===== config.mk =====
export PLATFORM = sky130hd
export DESIGN_NAME = flag_pipeline_unit_flat
export DESIGN_NICKNAME = d
export VERILOG_FILES = /design/src/rtl/flag_pipeline_unit_if.sv /design/src/rtl/flag_pipeline_unit.sv /design/src/flat_wrapper.sv
export SDC_FILE = /design/constraint.sdc
export NUM_CORES = 1
export LEC_CHECK = 0
export BUFFER_PORTS_ARGS = -buffer_cell sky130_fd_sc_hd__buf_2
export CORE_UTILIZATION = 40
export CTS_CLUSTER_SIZE = 10
export DETAILED_ROUTE_END_ITERATION = 10
export GPL_TIMING_DRIVEN = 0
export PLACE_DENSITY = 0.71
export SLEW_MARGIN = 30
export SYNTH_ARGS = -nofsm -noshare
export SYNTH_HDL_FRONTEND = slang
export SYNTH_SLANG_ARGS = --single-unit

===== constraint.sdc =====
create_clock -name clk -period 1.15 [get_ports clk]
set_input_delay 0.115 -clock clk [delete_from_list [all_inputs] [get_ports clk]]
set_output_delay 0.115 -clock clk [all_outputs]
set_load 0.005 [all_outputs]

===== src/rtl/flag_pipeline_unit_if.sv =====
// Bundle between the flag pipeline and its neighbours: EX capture inputs,
// forwarding-unit handshake, and the flag outputs towards ID/forwarding.
interface flag_pipeline_unit_if #(
  parameter int STAGES = 2
);
  localparam int CNT_W = $clog2(STAGES + 2);

  logic             stall;
  logic             flush;
  logic             ex_valid;
  logic             ex_change_cz;
  logic             ex_carry;
  logic             ex_zero;
  logic             sel_carry_fwd;
  logic             sel_zero_fwd;
  logic             carry_fwd;
  logic             zero_fwd;
  logic             mem_change_cz;
  logic             mem_carry;
  logic             mem_zero;
  logic             arch_carry;
  logic             arch_zero;
  logic             cond_carry;
  logic             cond_zero;
  logic             flags_busy;
  logic [CNT_W-1:0] pending_cnt;

  // Pipeline-control / EX side that drives the unit.
  modport master (
    output stall, flush, ex_valid, ex_change_cz, ex_carry, ex_zero,
    output sel_carry_fwd, sel_zero_fwd, carry_fwd, zero_fwd,
    input  mem_change_cz, mem_carry, mem_zero, arch_carry, arch_zero,
    input  cond_carry, cond_zero, flags_busy, pending_cnt
  );

  // The flag pipeline itself.
  modport slave (
    input  stall, flush, ex_valid, ex_change_cz, ex_carry, ex_zero,
    input  sel_carry_fwd, sel_zero_fwd, carry_fwd, zero_fwd,
    output mem_change_cz, mem_carry, mem_zero, arch_carry, arch_zero,
    output cond_carry, cond_zero, flags_busy, pending_cnt
  );
endinterface


===== src/rtl/flag_pipeline_unit.sv =====
// Carry/zero flag pipeline from EX capture to architectural commit, with
// branch-condition flag resolution (forwarded > youngest in-flight > arch).

// Range checker for the in-flight writer counter.
module flag_pipeline_unit_chk #(
  parameter int STAGES = 2,
  parameter int CNT_W  = 2
) (
  input logic             clk,
  input logic             rst_n,
  input logic [CNT_W-1:0] pending_cnt
);
  a_pending_cnt_range: assert property (
    @(posedge clk) disable iff (!rst_n) (int'(pending_cnt) <= STAGES)
  );
endmodule

module flag_pipeline_unit #(
  parameter int STAGES = 2
) (
  input logic                 clk,
  input logic                 rst_n,
  flag_pipeline_unit_if.slave bus
);
  localparam int CNT_W = $clog2(STAGES + 2);

  typedef struct packed {
    logic v;  // slot holds a real instruction
    logic w;  // instruction writes carry/zero
    logic c;  // carry value
    logic z;  // zero value
  } slot_t;

  slot_t            slot_r [1:STAGES];
  logic             arch_carry_r;
  logic             arch_zero_r;
  logic [CNT_W-1:0] cnt_r;

  slot_t            capture_s;
  logic             inc_s;
  logic             dec_s;
  logic             cond_carry_s;
  logic             cond_zero_s;

  // EX capture: a flushed instruction enters slot 1 as a bubble.
  always_comb begin
    capture_s = '0;
    if (bus.flush) begin
      capture_s = '0;
    end else begin
      capture_s.v = bus.ex_valid;
      capture_s.w = bus.ex_valid & bus.ex_change_cz;
      capture_s.c = bus.ex_carry;
      capture_s.z = bus.ex_zero;
    end
  end

  assign inc_s = capture_s.w;
  assign dec_s = slot_r[STAGES].v & slot_r[STAGES].w;

  // Slot shift register; stall freezes every slot.
  always_ff @(posedge clk or negedge rst_n) begin
    if (!rst_n) begin
      for (int k = 1; k <= STAGES; k++) begin
        slot_r[k] <= '0;
      end
    end else if (!bus.stall) begin
      slot_r[1] <= capture_s;
      for (int k = 2; k <= STAGES; k++) begin
        slot_r[k] <= slot_r[k-1];
      end
    end
  end

  // Architectural flags take the oldest slot when it is a flag writer.
  always_ff @(posedge clk or negedge rst_n) begin
    if (!rst_n) begin
      arch_carry_r <= 1'b0;
      arch_zero_r  <= 1'b0;
    end else if (!bus.stall && dec_s) begin
      arch_carry_r <= slot_r[STAGES].c;
      arch_zero_r  <= slot_r[STAGES].z;
    end
  end

  // In-flight writer count: +1 on capture, -1 on commit, both cancel.
  always_ff @(posedge clk or negedge rst_n) begin
    if (!rst_n) begin
      cnt_r <= '0;
    end else if (!bus.stall) begin
      case ({inc_s, dec_s})
        2'b10:   cnt_r <= cnt_r + CNT_W'(1);
        2'b01:   cnt_r <= cnt_r - CNT_W'(1);
        default: cnt_r <= cnt_r;
      endcase
    end
  end

  // Branch-condition resolution; slot 2 is youngest so it is applied last.
  always_comb begin
    cond_carry_s = arch_carry_r;
    cond_zero_s  = arch_zero_r;
    for (int k = STAGES; k >= 2; k--) begin
      cond_carry_s = (slot_r[k].v & slot_r[k].w) ? slot_r[k].c : cond_carry_s;
      cond_zero_s  = (slot_r[k].v & slot_r[k].w) ? slot_r[k].z : cond_zero_s;
    end
    if (bus.sel_carry_fwd) begin
      cond_carry_s = bus.carry_fwd;
    end else begin
      cond_carry_s = cond_carry_s;
    end
    if (bus.sel_zero_fwd) begin
      cond_zero_s = bus.zero_fwd;
    end else begin
      cond_zero_s = cond_zero_s;
    end
  end

  assign bus.mem_change_cz = slot_r[1].v & slot_r[1].w;
  assign bus.mem_carry     = slot_r[1].c;
  assign bus.mem_zero      = slot_r[1].z;
  assign bus.arch_carry    = arch_carry_r;
  assign bus.arch_zero     = arch_zero_r;
  assign bus.cond_carry    = cond_carry_s;
  assign bus.cond_zero     = cond_zero_s;
  assign bus.pending_cnt   = cnt_r;
  assign bus.flags_busy    = (cnt_r != CNT_W'(0));

  flag_pipeline_unit_chk #(
    .STAGES (STAGES),
    .CNT_W  (CNT_W)
  ) u_chk (
    .clk         (clk),
    .rst_n       (rst_n),
    .pending_cnt (cnt_r)
  );
endmodule


===== src/flat_wrapper.sv =====
// flat-port wrapper written by rule: the top's interface ports become plain ports
module flag_pipeline_unit_flat 
#(
  parameter int STAGES = 2
)
  (clk, rst_n, bus_stall, bus_flush, bus_ex_valid, bus_ex_change_cz, bus_ex_carry, bus_ex_zero, bus_sel_carry_fwd, bus_sel_zero_fwd, bus_carry_fwd, bus_zero_fwd, bus_mem_change_cz, bus_mem_carry, bus_mem_zero, bus_arch_carry, bus_arch_zero, bus_cond_carry, bus_cond_zero, bus_flags_busy, bus_pending_cnt);
  flag_pipeline_unit_if #(.STAGES(STAGES)) bus_i ();
  input logic clk;
  input logic rst_n;
  input wire logic [$bits(bus_i.stall)-1:0] bus_stall;
  input wire logic [$bits(bus_i.flush)-1:0] bus_flush;
  input wire logic [$bits(bus_i.ex_valid)-1:0] bus_ex_valid;
  input wire logic [$bits(bus_i.ex_change_cz)-1:0] bus_ex_change_cz;
  input wire logic [$bits(bus_i.ex_carry)-1:0] bus_ex_carry;
  input wire logic [$bits(bus_i.ex_zero)-1:0] bus_ex_zero;
  input wire logic [$bits(bus_i.sel_carry_fwd)-1:0] bus_sel_carry_fwd;
  input wire logic [$bits(bus_i.sel_zero_fwd)-1:0] bus_sel_zero_fwd;
  input wire logic [$bits(bus_i.carry_fwd)-1:0] bus_carry_fwd;
  input wire logic [$bits(bus_i.zero_fwd)-1:0] bus_zero_fwd;
  output wire logic [$bits(bus_i.mem_change_cz)-1:0] bus_mem_change_cz;
  output wire logic [$bits(bus_i.mem_carry)-1:0] bus_mem_carry;
  output wire logic [$bits(bus_i.mem_zero)-1:0] bus_mem_zero;
  output wire logic [$bits(bus_i.arch_carry)-1:0] bus_arch_carry;
  output wire logic [$bits(bus_i.arch_zero)-1:0] bus_arch_zero;
  output wire logic [$bits(bus_i.cond_carry)-1:0] bus_cond_carry;
  output wire logic [$bits(bus_i.cond_zero)-1:0] bus_cond_zero;
  output wire logic [$bits(bus_i.flags_busy)-1:0] bus_flags_busy;
  output wire logic [$bits(bus_i.pending_cnt)-1:0] bus_pending_cnt;
  assign bus_i.stall = bus_stall;
  assign bus_i.flush = bus_flush;
  assign bus_i.ex_valid = bus_ex_valid;
  assign bus_i.ex_change_cz = bus_ex_change_cz;
  assign bus_i.ex_carry = bus_ex_carry;
  assign bus_i.ex_zero = bus_ex_zero;
  assign bus_i.sel_carry_fwd = bus_sel_carry_fwd;
  assign bus_i.sel_zero_fwd = bus_sel_zero_fwd;
  assign bus_i.carry_fwd = bus_carry_fwd;
  assign bus_i.zero_fwd = bus_zero_fwd;
  assign bus_mem_change_cz = bus_i.mem_change_cz;
  assign bus_mem_carry = bus_i.mem_carry;
  assign bus_mem_zero = bus_i.mem_zero;
  assign bus_arch_carry = bus_i.arch_carry;
  assign bus_arch_zero = bus_i.arch_zero;
  assign bus_cond_carry = bus_i.cond_carry;
  assign bus_cond_zero = bus_i.cond_zero;
  assign bus_flags_busy = bus_i.flags_busy;
  assign bus_pending_cnt = bus_i.pending_cnt;
  flag_pipeline_unit #(.STAGES(STAGES)) u_core (.clk(clk), .rst_n(rst_n), .bus(bus_i));
endmodule

======== Word level (Yosys, flattened, before mapping) ========
Index checks and enable logic that the tools add are counted.
storage, ports and cells
  bits in registers ....................... 12
  latch bits .............................. 0
  RAM bits ................................ 0
  memory bits (read-only) ................. 0
  bits of input ports ..................... 12
  output and inout bits ................... 10
  logic and storage cells ................. 30
  memories ................................ 0
operators by class
  add/subtract/negate cells ............... 2
  $mul .................................... 0
  div/mod/pow operators ................... 0
  $lt $le $gt $ge ......................... 0
  equal/unequal tests ..................... 2
  shift-type cells ........................ 0
  muxes and demuxes ....................... 6
  bitwise gates (word level) .............. 4
  reductions and logical operators ........ 5
operator list
  cell                                              number
  2-to-1 mux 1 bit                                  4
  2-to-1 mux 4 bit                                  1
  case mux 2 bit (2 select lines)                   1
  nonzero test 2 bit                                2
  AND 1 bit                                         3
  adder 2 x 1 -> 2 bit, second input constant       1
  == test 2 x 1 -> 1 bit, second input constant     1
  == test 2 bit, second input constant              1
  AND reduction 2 bit                               1
  subtractor 2 x 1 -> 2 bit, second input constant  1
  logical AND 1 bit                                 1
  logical NOT 1 bit                                 1
  inverter 1 bit                                    1

======== Longest topological paths before layout ========
Gate-level depths: netlist of run 1.
  depth in word-level cells ............... 5
  depth in mapped cells ................... 6
  mapped depth without buffers ............ 6

======== Least setup slack after synthesis of run 1 ========
No wires, ideal clock.
  path kind ............................... reg-to-reg
  from .................................... register u_core.slot_r[3] (netlist name)
  to ...................................... register u_core.cnt_r[1] (netlist: u_core.bus.pending_cnt[1])
  setup time .............................. 123 ps
  arrival ................................. 1101 ps
  required time ........................... 1027 ps
  setup slack ............................. -74 ps
  stages on the path, launching flop included .. 7
  path buffers ............................ 0
  clock period less this slack ............ 1224 ps
  cells stage by stage .................... dfrtp_1 nand2_2 inv_1 ha_1 nor2_1 nand2_1 xnor2_1
on the way
  word-level cells in the longest chain between the ends .. 4
  elaborated cells on any way between the ends .. 6
  those cells by class .................... 2 x eq/ne; 1 x mux; 1 x bitwise; 2 x reduce/logical
RTL lines
  what                                                     line                      source
  from (decl)                                              flag_pipeline_unit.sv:34  slot_t slot_r [1:STAGES];
  from (signal, indexed assignment)                        flag_pipeline_unit.sv:70  slot_r[k] <= slot_r[k-1];
  AND 1 bit *                                              flag_pipeline_unit.sv:59  assign dec_s = slot_r[STAGES].v & slot_r[STAGES].w;
  == test 2 bit or == test 2 x 1 -> 1 bit (tied branches)  flag_pipeline_unit.sv:91  case ({inc_s, dec_s})
  nonzero test 2 bit (no source line)                      --
  AND reduction 2 bit (no source line)                     --
  to (signal assigned)                                     flag_pipeline_unit.sv:92  2'b10: cnt_r <= cnt_r + CNT_W'(1);
  to (signal assigned)                                     flag_pipeline_unit.sv:93  2'b01: cnt_r <= cnt_r - CNT_W'(1);
  to (signal assigned)                                     flag_pipeline_unit.sv:94  default: cnt_r <= cnt_r;
  to (decl)                                                flag_pipeline_unit.sv:37  logic [CNT_W-1:0] cnt_r;
Every way passes the cells marked *; elsewhere a longest branch is shown, timed or not.
A chain may end at the register's enable or synchronous reset.

======== Worst setup path in the final report of run 1 ========
  from .................................... register u_core.slot_r[2] (netlist name)
  to ...................................... register u_core.cnt_r[0] (netlist: u_core.bus.pending_cnt[0])
Same word-level chain as after synthesis.

==> reports/qor.yml, run 1 <==
status: "complete, but fails checks"
failed_checks: "setup timing"
crit_path_max_fanout: 4
tritoncts: "done"
final-max-slew-violation-count: 0
antenna_found_initial: 0
area_growth_pct: 47.1
path_class: "reg -> reg"
wl_per_cell_um: 11.2
min_period_ns: 1.29
setup_ws_ns: -0.139
die_y_um: 39.4
finalClockSkew_ns: 0.00311
n_fill_cell: 116
holdPathEnd: "u_core.bus.mem_zero"
cts_buffer_depth: 2
viasPerCell: 4.61
root_buffer: "clkbuf_4"
leakagePower_nw: 0.440
drc_errors: 0
period_share_pct: 112
wl_met2_um: 511
worstMarginPinSlew_ns: 0.253
wl_met1_um: 474
powerDensity_nw_per_um2: 1540
synthFlopType: "dfrtp_1"
hold_class: "in -> reg"
maxUsedRoutingLayer: "met4"
synth_edf_count: 0
wirelength_um: 1050
synth.largest_area_cell: "dfrtp_1"
critPathMaxStageDelay_ns: 0.39
cts_buffers: 3
core_area_sq_um: 1300
end_kind: "flip-flop"
r2r-end: "u_core.bus.pending_cnt[0]"
place_congestion: 0.654
peakVddDrop_uv: 787
initial_core_util_pct: 42.9
hold_viol_final: 0
synth_most_common_cell: "dfrtp_1"
whs_path_depth: 2
grt_pass1_wl_um: 1480
dp_hpwl_um: 715
drt_iter0_markers: 8
grt_max_degree: 13
grt_pass1_vias: 379
port_buffers: 21
antenna_cells: 0
rr_startpoint: "u_core.slot_r[2]"
dp_cells: 83
worstSetupStartpointType: "flip-flop"
setup_viol: 7
ys_types: 20
rsz0062_at_grt: "true"
synth_nets: 60
ant_nets: 0
ios: 22
htreeDepth: 1
die_x_um: 39.4
yosysTopAreaCellShare_pct: 53.8
yosys-top-cells-count: "12 x dfrtp_1, 6 x nand2_1, 5 x o21ai_0"
layout.area.seq_sq_um: 300
syn_avg_cell_area_sq_um: 11.9
grt_use_total_pct: 14.5
grt_overflow: 0
hp-start: "bus_ex_zero"
clk_latency_ns: 0.27
dr_wl_met3_um: 51
drv_cap: 0
maxSlewHeadroom_pct: 83.1
ys_seq_elements: 12
instances_no_fill: 94
crit_slowest_cell: "dfrtp_1"
num_vias: 433
r2r_setup_slack_ns: -0.14
multi_input_area_sq_um: 280
dr.pass1.iters: 3
yosys-top-cells-area: "dfrtp_1 54%, mux2_4 5.4%, o21ai_0 4.5%, mux2_1 4.0%, mux2_2 4.0%"
synth-async-reset-ratio_pct: 100
nets: 93
die_area_sq_um: 1550
cts_sinks: 12
yosys_warnings: 0
row_count: 13
cp_data_required_time_ns: 1.31
clkTransAtPathRegs_ns: 0.07
cp_cell_sequence: "nand2_2 > inv_1 > ha_4 > nor2_2 > buf_4 > xor2_1"
arrival_ns: 1.45
ys_seq_area_share_pct: 53.8
synthCells: 47
r2r_cells: 6
fmax_mhz: 776
drive_above_1_share_pct: 55.7
finalSetupTns_ns: -0.713
syn_area_sq_um: 558
==> critical path: cells and delay by family, from the launching register on <==
kind,cells,cell delay (ns)
buf+inv,2,0.21
fa+ha+maj,1,0.26
simple gates,2,0.16
xor+xnor,1,0.15
flops,1,0.39
==> cells in the final DEF (no fill, tap or decap), drive strengths merged <==
cell type / instances
buf: 28
dfrtp: 12
nand2: 7
mux2: 6
o21ai: 5
clkbuf: 4
nor2: 3
mux2i: 2
nand2b: 2
xor2: 2
nand3b: 1
and2: 1
or2: 1
inv: 1
a22o: 1
xnor2: 1
ha: 1
dlygate4sd3: 1
==> registers in the layout (all words and copies together), names as in the netlist <==
register / cells
u_core.slot_r: 6
u_core.bus.pending_cnt: 2
u_core.bus.arch_carry: 1
u_core.bus.arch_zero: 1
u_core.bus.mem_carry: 1
u_core.bus.mem_zero: 1
==> per-stage QoR <==
step                      hold slack, ns  instance area [sq um]  setup slack (ns)  total power, mW  utilization [%]
final                             0.0692                    821            -0.139             1.27             63.1
after global routing              0.0675                    821            -0.214             1.35             63.1
after CTS                         0.0599                    767            -0.156             1.24             58.9
after detailed placement         0.00221                    684            -0.135            0.825             52.6
after global placement          -0.00113                    684            -0.122            0.808             52.6
after floorplan                   -0.181                    561           -0.0486            0.688                -
==> final cells by class <==
class / count / area share, %
buffer: 1 / 1.37
clock buffer: 4 / 4.42
inverter: 1 / 0.457
multi-input combinational: 33 / 34.1
sequential: 12 / 36.6
tap: 15 / 2.29
timing repair buffer: 28 / 20.7
==> how the worst max path moves through the flow <==
| stage | slack [ns] | startpoint | end |
|---|---|---|---|
| final | -0.14 | u_core.slot_r[2] | u_core.bus.pending_cnt[0] |
| after detailed placement | -0.14 | u_core.slot_r[2] | u_core.bus.pending_cnt[1] |
| after floorplan | -0.05 | u_core.slot_r[3] | u_core.bus.pending_cnt[1] |
| after global placement | -0.12 | u_core.slot_r[2] | u_core.bus.pending_cnt[1] |
| after CTS | -0.16 | u_core.slot_r[2] | bus_cond_zero |
| after global routing | -0.21 | u_core.slot_r[2] | u_core.bus.pending_cnt[0] |
==> layer usage <==
metal | up-vias | global-route usage [%]
li1 | 222 | -
met1 | 194 | 17.8
met3 | 2 | 1.70
met5 | - | 0
met2 | 15 | 24.6
met4 | 0 | 7.76
==> where the power goes <==
| group | internal, mW | switching (mW) | total [mW] | leakage (nW) |
|---|---|---|---|---|
| clock network | 0.192 | 0.134 | 0.327 | 0.0210 |
| registers | 0.495 | 0.0543 | 0.550 | 0.156 |
| logic | 0.238 | 0.154 | 0.392 | 0.263 |
==> cells by family after synthesis <==
family / Yosys count / synth area share (%)
AO/OA/AOI/OAI: 6 / 6.05
buffers and inverters: 2 / 2.69
AND/OR/NAND/NOR: 15 / 13.5
flip-flops: 12 / 53.8
XOR/XNOR: 3 / 4.71
multiplexers: 8 / 17.0
adder cells (fa/ha/maj): 1 / 2.24
==> timing repair <==
item                       in CTS  in global routing
resized for setup               5                  5
setup endpoints to repair       5                  7
setup buffers                   3                  3
hold endpoints to repair       12                  0
hold buffers                    1                  0
pin swaps                       3                  4
Power figures use the tool's default switching activity.
==> inputs of run 2 (changes only) <==
- ABC_AREA: unset -> 1
- CORE_MARGIN: unset -> 3
- CORE_UTILIZATION: 40 -> 41
- PLACE_DENSITY: 0.71 -> 0.72
- SYNTH_HIERARCHICAL: unset -> 1
==> run 2 against run 1 <==
Effect of this change: largest power group unchanged; the run still ends with setup timing left; maximum frequency rose by 5.7%; critical endpoint is now bus_cond_zero; count of clock-buffer cells in the layout unchanged; sequential share of layout area decreased by 0.22 points; register-to-register slack improved by 0.11 ns; highest routed layer unchanged; worst hold slack improved by 0.0068 ns; synthesized area is 7.6% higher; utilization decreased by 1.2 points.
==> reports/qor.yml, run 2 <==
synth_most_common_cell: "nand2_1"  # was dfrtp_1
rsz0062_at_grt: "true"  # unchanged
grt_use_met2_pct: 18.3  # was 24.6%
grtUsageMet3_pct: 3.66  # was 1.70%
r2r_setup_slack_ns: -0.03  # was -0.14 ns
die_x_um: 44.3  # was 39.4 um
initial_core_util_pct: 45.0  # was 42.9%
worstMarginPinSlew_ns: 0.265  # was 0.253 ns
status: "complete, but fails checks"  # unchanged
ant_nets: 0  # unchanged
root_buffer: "clkbuf_4"  # unchanged
period_share_pct: 106  # was 112%
drive_above_1_share_pct: 37.9  # was 55.7%
r2r_cells: 7  # was 6
yosysTopAreaCellShare_pct: 50.0  # was 53.8%
cts_buffer_depth: 2  # unchanged
end_kind: "output pin"  # was flip-flop
setup_ws_ns: -0.0692  # was -0.139 ns
critPathMaxStageDelay_ns: 0.39  # about the same
port_buffers: 21  # unchanged
final-max-slew-violation-count: 0  # unchanged
crit_buf_inv: 2  # unchanged
grt_pass1_vias: 456  # was 379
synthCells: 74  # was 47
nets: 117  # was 93
largest_register_ffs: 6  # unchanged
setup_viol: 4  # was 7
yosys-top-cells-area: "dfrtp_1 50%, nand2_1 15%, inv_1 9.4%, o21ai_0 5.8%, nand3_1 5.0%"  # was dfrtp_1 54%, mux2_4 5.4%, o21ai_0 4.5%, mux2_1 4.0%, mux2_2 4.0%
ys_seq_area_share_pct: 50.0  # was 53.8%
dp_hpwl_um: 858  # was 715 um
cts_buffers: 3  # unchanged
cp_top_family: "flip-flops"  # unchanged
row_count: 13  # unchanged
instances_no_fill: 118  # was 94
clkTransAtPathRegs_ns: 0.08  # was 0.07 ns
yosys-top-cells-count: "24 x nand2_1, 15 x inv_1, 12 x dfrtp_1"  # was 12 x dfrtp_1, 6 x nand2_1, 5 x o21ai_0
hp-start: "bus_ex_zero"  # unchanged
wirelength_um: 1110  # was 1050 um
synth-async-reset-ratio_pct: 100  # unchanged
min_period_ns: 1.22  # was 1.29 ns
viasPerCell: 4.59  # was 4.61
path_class: "reg -> out"  # was reg -> reg
gr-usage-met1_pct: 19.7  # was 17.8%
finalClockSkew_ns: 0.00184  # was 0.00311 ns
htreeDepth: 1  # unchanged
r2r-end: "u_core/bus.pending_cnt[1]"  # was u_core.bus.pending_cnt[0]
clk_latency_ns: 0.27  # about the same
leakagePower_nw: 0.471  # was 0.440 nW
rr_startpoint: "u_core/slot_r[3]"  # was u_core.slot_r[2]
pre_cts_ws_ns: -0.0648  # was -0.135 ns
tritoncts: "done"  # unchanged
drc_errors: 0  # unchanged
top_usage_layer: "met1"  # was met2
total_power_mw: 1.19  # was 1.27 mW
place_congestion: 0.660  # was 0.654
whs_ns: 0.0760  # was 0.0692 ns
hold_viol_final: 0  # unchanged
layout.area.seq_sq_um: 300  # unchanged
cts_sinks: 12  # unchanged
num_vias: 542  # was 433
synth.largest_area_cell: "dfrtp_1"  # unchanged
grt_pass1_wl_um: 1970  # was 1480 um
antenna_cells: 0  # unchanged
wl_per_cell_um: 9.44  # was 11.2 um
cp_cell_sequence: "nand2_2 > inv_4 > nand2_2 > nand3_2 > nand2_1 > buf_2"  # was nand2_2 > inv_1 > ha_4 > nor2_2 > buf_4 > xor2_1
area_growth_pct: 37.5  # was 47.1%
fmax_mhz: 820  # was 776 MHz
maxSlewHeadroom_pct: 82.3  # was 83.1%
crit_slowest_cell: "dfrtp_1"  # unchanged
die_y_um: 44.3  # was 39.4 um
cp_data_required_time_ns: 1.03  # was 1.31 ns
grt_overflow: 0  # unchanged
fin_util_pct: 61.9  # was 63.1%
ios: 22  # unchanged
n_fill_cell: 115  # was 116
multi_input_area_sq_um: 259  # was 280 sq um
synth_nets: 87  # was 60
synth_edf_count: 0  # unchanged
failed_checks: "setup timing"  # unchanged
whs_path_depth: 3  # was 2
syn_area_sq_um: 601  # was 558 sq um
ys_seq_elements: 12  # unchanged
drv_cap: 0  # unchanged
dp_cells: 110  # was 83
crit_path_max_fanout: 4  # unchanged
dr.pass1.iters: 3  # unchanged
core_area_sq_um: 1330  # was 1300 sq um
top_register: "u_core/slot_r"  # was u_core.slot_r
hold_class: "in -> reg"  # unchanged
synthFlopType: "dfrtp_1"  # unchanged
layout_common_cells: "21 x buf_2, 21 x nand2_1, 15 x inv_1"  # was 20 x buf_2, 12 x dfrtp_1, 6 x nand2_1
peakVddDrop_uv: 832  # was 787 uV
drt_iter0_markers: 7  # was 8
powerDensity_nw_per_um2: 1440  # was 1540 nW/um^2
grt_use_total_pct: 13.8  # was 14.5%
ys_types: 14  # was 20
holdPathEnd: "u_core/bus.mem_zero"  # was u_core.bus.mem_zero
syn_avg_cell_area_sq_um: 8.12  # was 11.9 sq um
die_area_sq_um: 1960  # was 1550 sq um
arrival_ns: 1.10  # was 1.45 ns
yosys_warnings: 6  # was 0
cpMostUsedCell: "nand2_2"
antenna_found_initial: 0  # unchanged
worstSetupStartpointType: "flip-flop"  # unchanged
grt_max_degree: 13  # unchanged
-- run 2: cell count changes in the layout (fill, tap and decap cells not counted), sizes merged, moves of 2 or more --
cell | previous run | this run
mux2i | 2 | 0
buf | 28 | 25
nand2b | 2 | 0
mux2 | 6 | 0
nand2 | 7 | 25
nand3 | 0 | 7
nor2 | 3 | 1
o21ai | 5 | 9
inv | 1 | 16
-- run 2: worst register-to-register path, stage by stage, from the launching register on --
cell,delay (ns)
dfrtp_1,0.39
nand2_2,0.12
inv_4,0.06
ha_4,0.23
nor2_8,0.09
nand3_2,0.07
nand2_1,0.06
nand2_1,0.05
-- run 2: kinds of logic (layout without fill, tap and decap cells) --
kind of cell | Yosys count | count (layout) | share of synthesized area (%)
fa+ha+maj | 1 | 1 | 2.08
flops | 12 | 12 | 50.0
buf+inv | 17 | 46 | 11.9
simple gates | 34 | 34 | 27.1
compound gates | 9 | 9 | 7.50
xor+xnor | 1 | 1 | 1.46
-- run 2: worst max path at each step --
stage / from / to / slack (ns) / depth (start not counted)
after floorplan: u_core/slot_r[3] / u_core/bus.pending_cnt[1] / 0.04 / 7
after global placement: u_core/slot_r[3] / u_core/bus.pending_cnt[1] / -0.04 / 7
after detailed placement: u_core/slot_r[2] / u_core/bus.pending_cnt[1] / -0.06 / 7
after CTS: u_core/slot_r[2] / bus_cond_carry / -0.09 / 6
after global routing: u_core/slot_r[3] / bus_cond_carry / -0.13 / 6
final: u_core/slot_r[3] / bus_cond_zero / -0.07 / 6
-- run 2: per-stage QoR --
step / cell area [sq um] / TNS, ns
global route: 826 / -0.385
finish: 826 / -0.169
detailed placement: 737 / -0.0878
CTS: 811 / -0.227
global placement: 737 / -0.0419
floorplan: 613 / 0
-- run 2: final cells by class --
class,count,area share (%)
buffer,1,1.36
clock buffer,4,4.39
inverter,16,7.58
multi-input combinational,45,31.4
sequential,12,36.4
tap,15,2.27
timing repair buffer,25,16.7
-- run 2: per-layer routing --
metal / part of all wire (%) / up-vias
met2: 45 / 20
li1: - / 284
met3: 7.7 / 2
met4: 1.5 / 0
met5: 0 / -
met1: 46 / 236
-- run 2: report_power, final --
part           leakage (nW)  total, mW  switching [mW]  internal (mW)
Clock                0.0210      0.338           0.146          0.192
Combinational         0.293      0.304           0.160          0.144
Sequential            0.157      0.544          0.0519          0.492
Total                 0.471       1.19           0.358          0.829
-- run 2: timing repair --
| action | in CTS | in global routing |
|---|---|---|
| gates resized for setup | 6 | 0 |
| setup endpoints to repair | 4 | 4 |
| cloned | 0 | 0 |
| setup buffers | 1 | 2 |
| hold endpoints to repair | 12 | 0 |
| pin swaps | 2 | 2 |
| hold buffers | 1 | 0 |
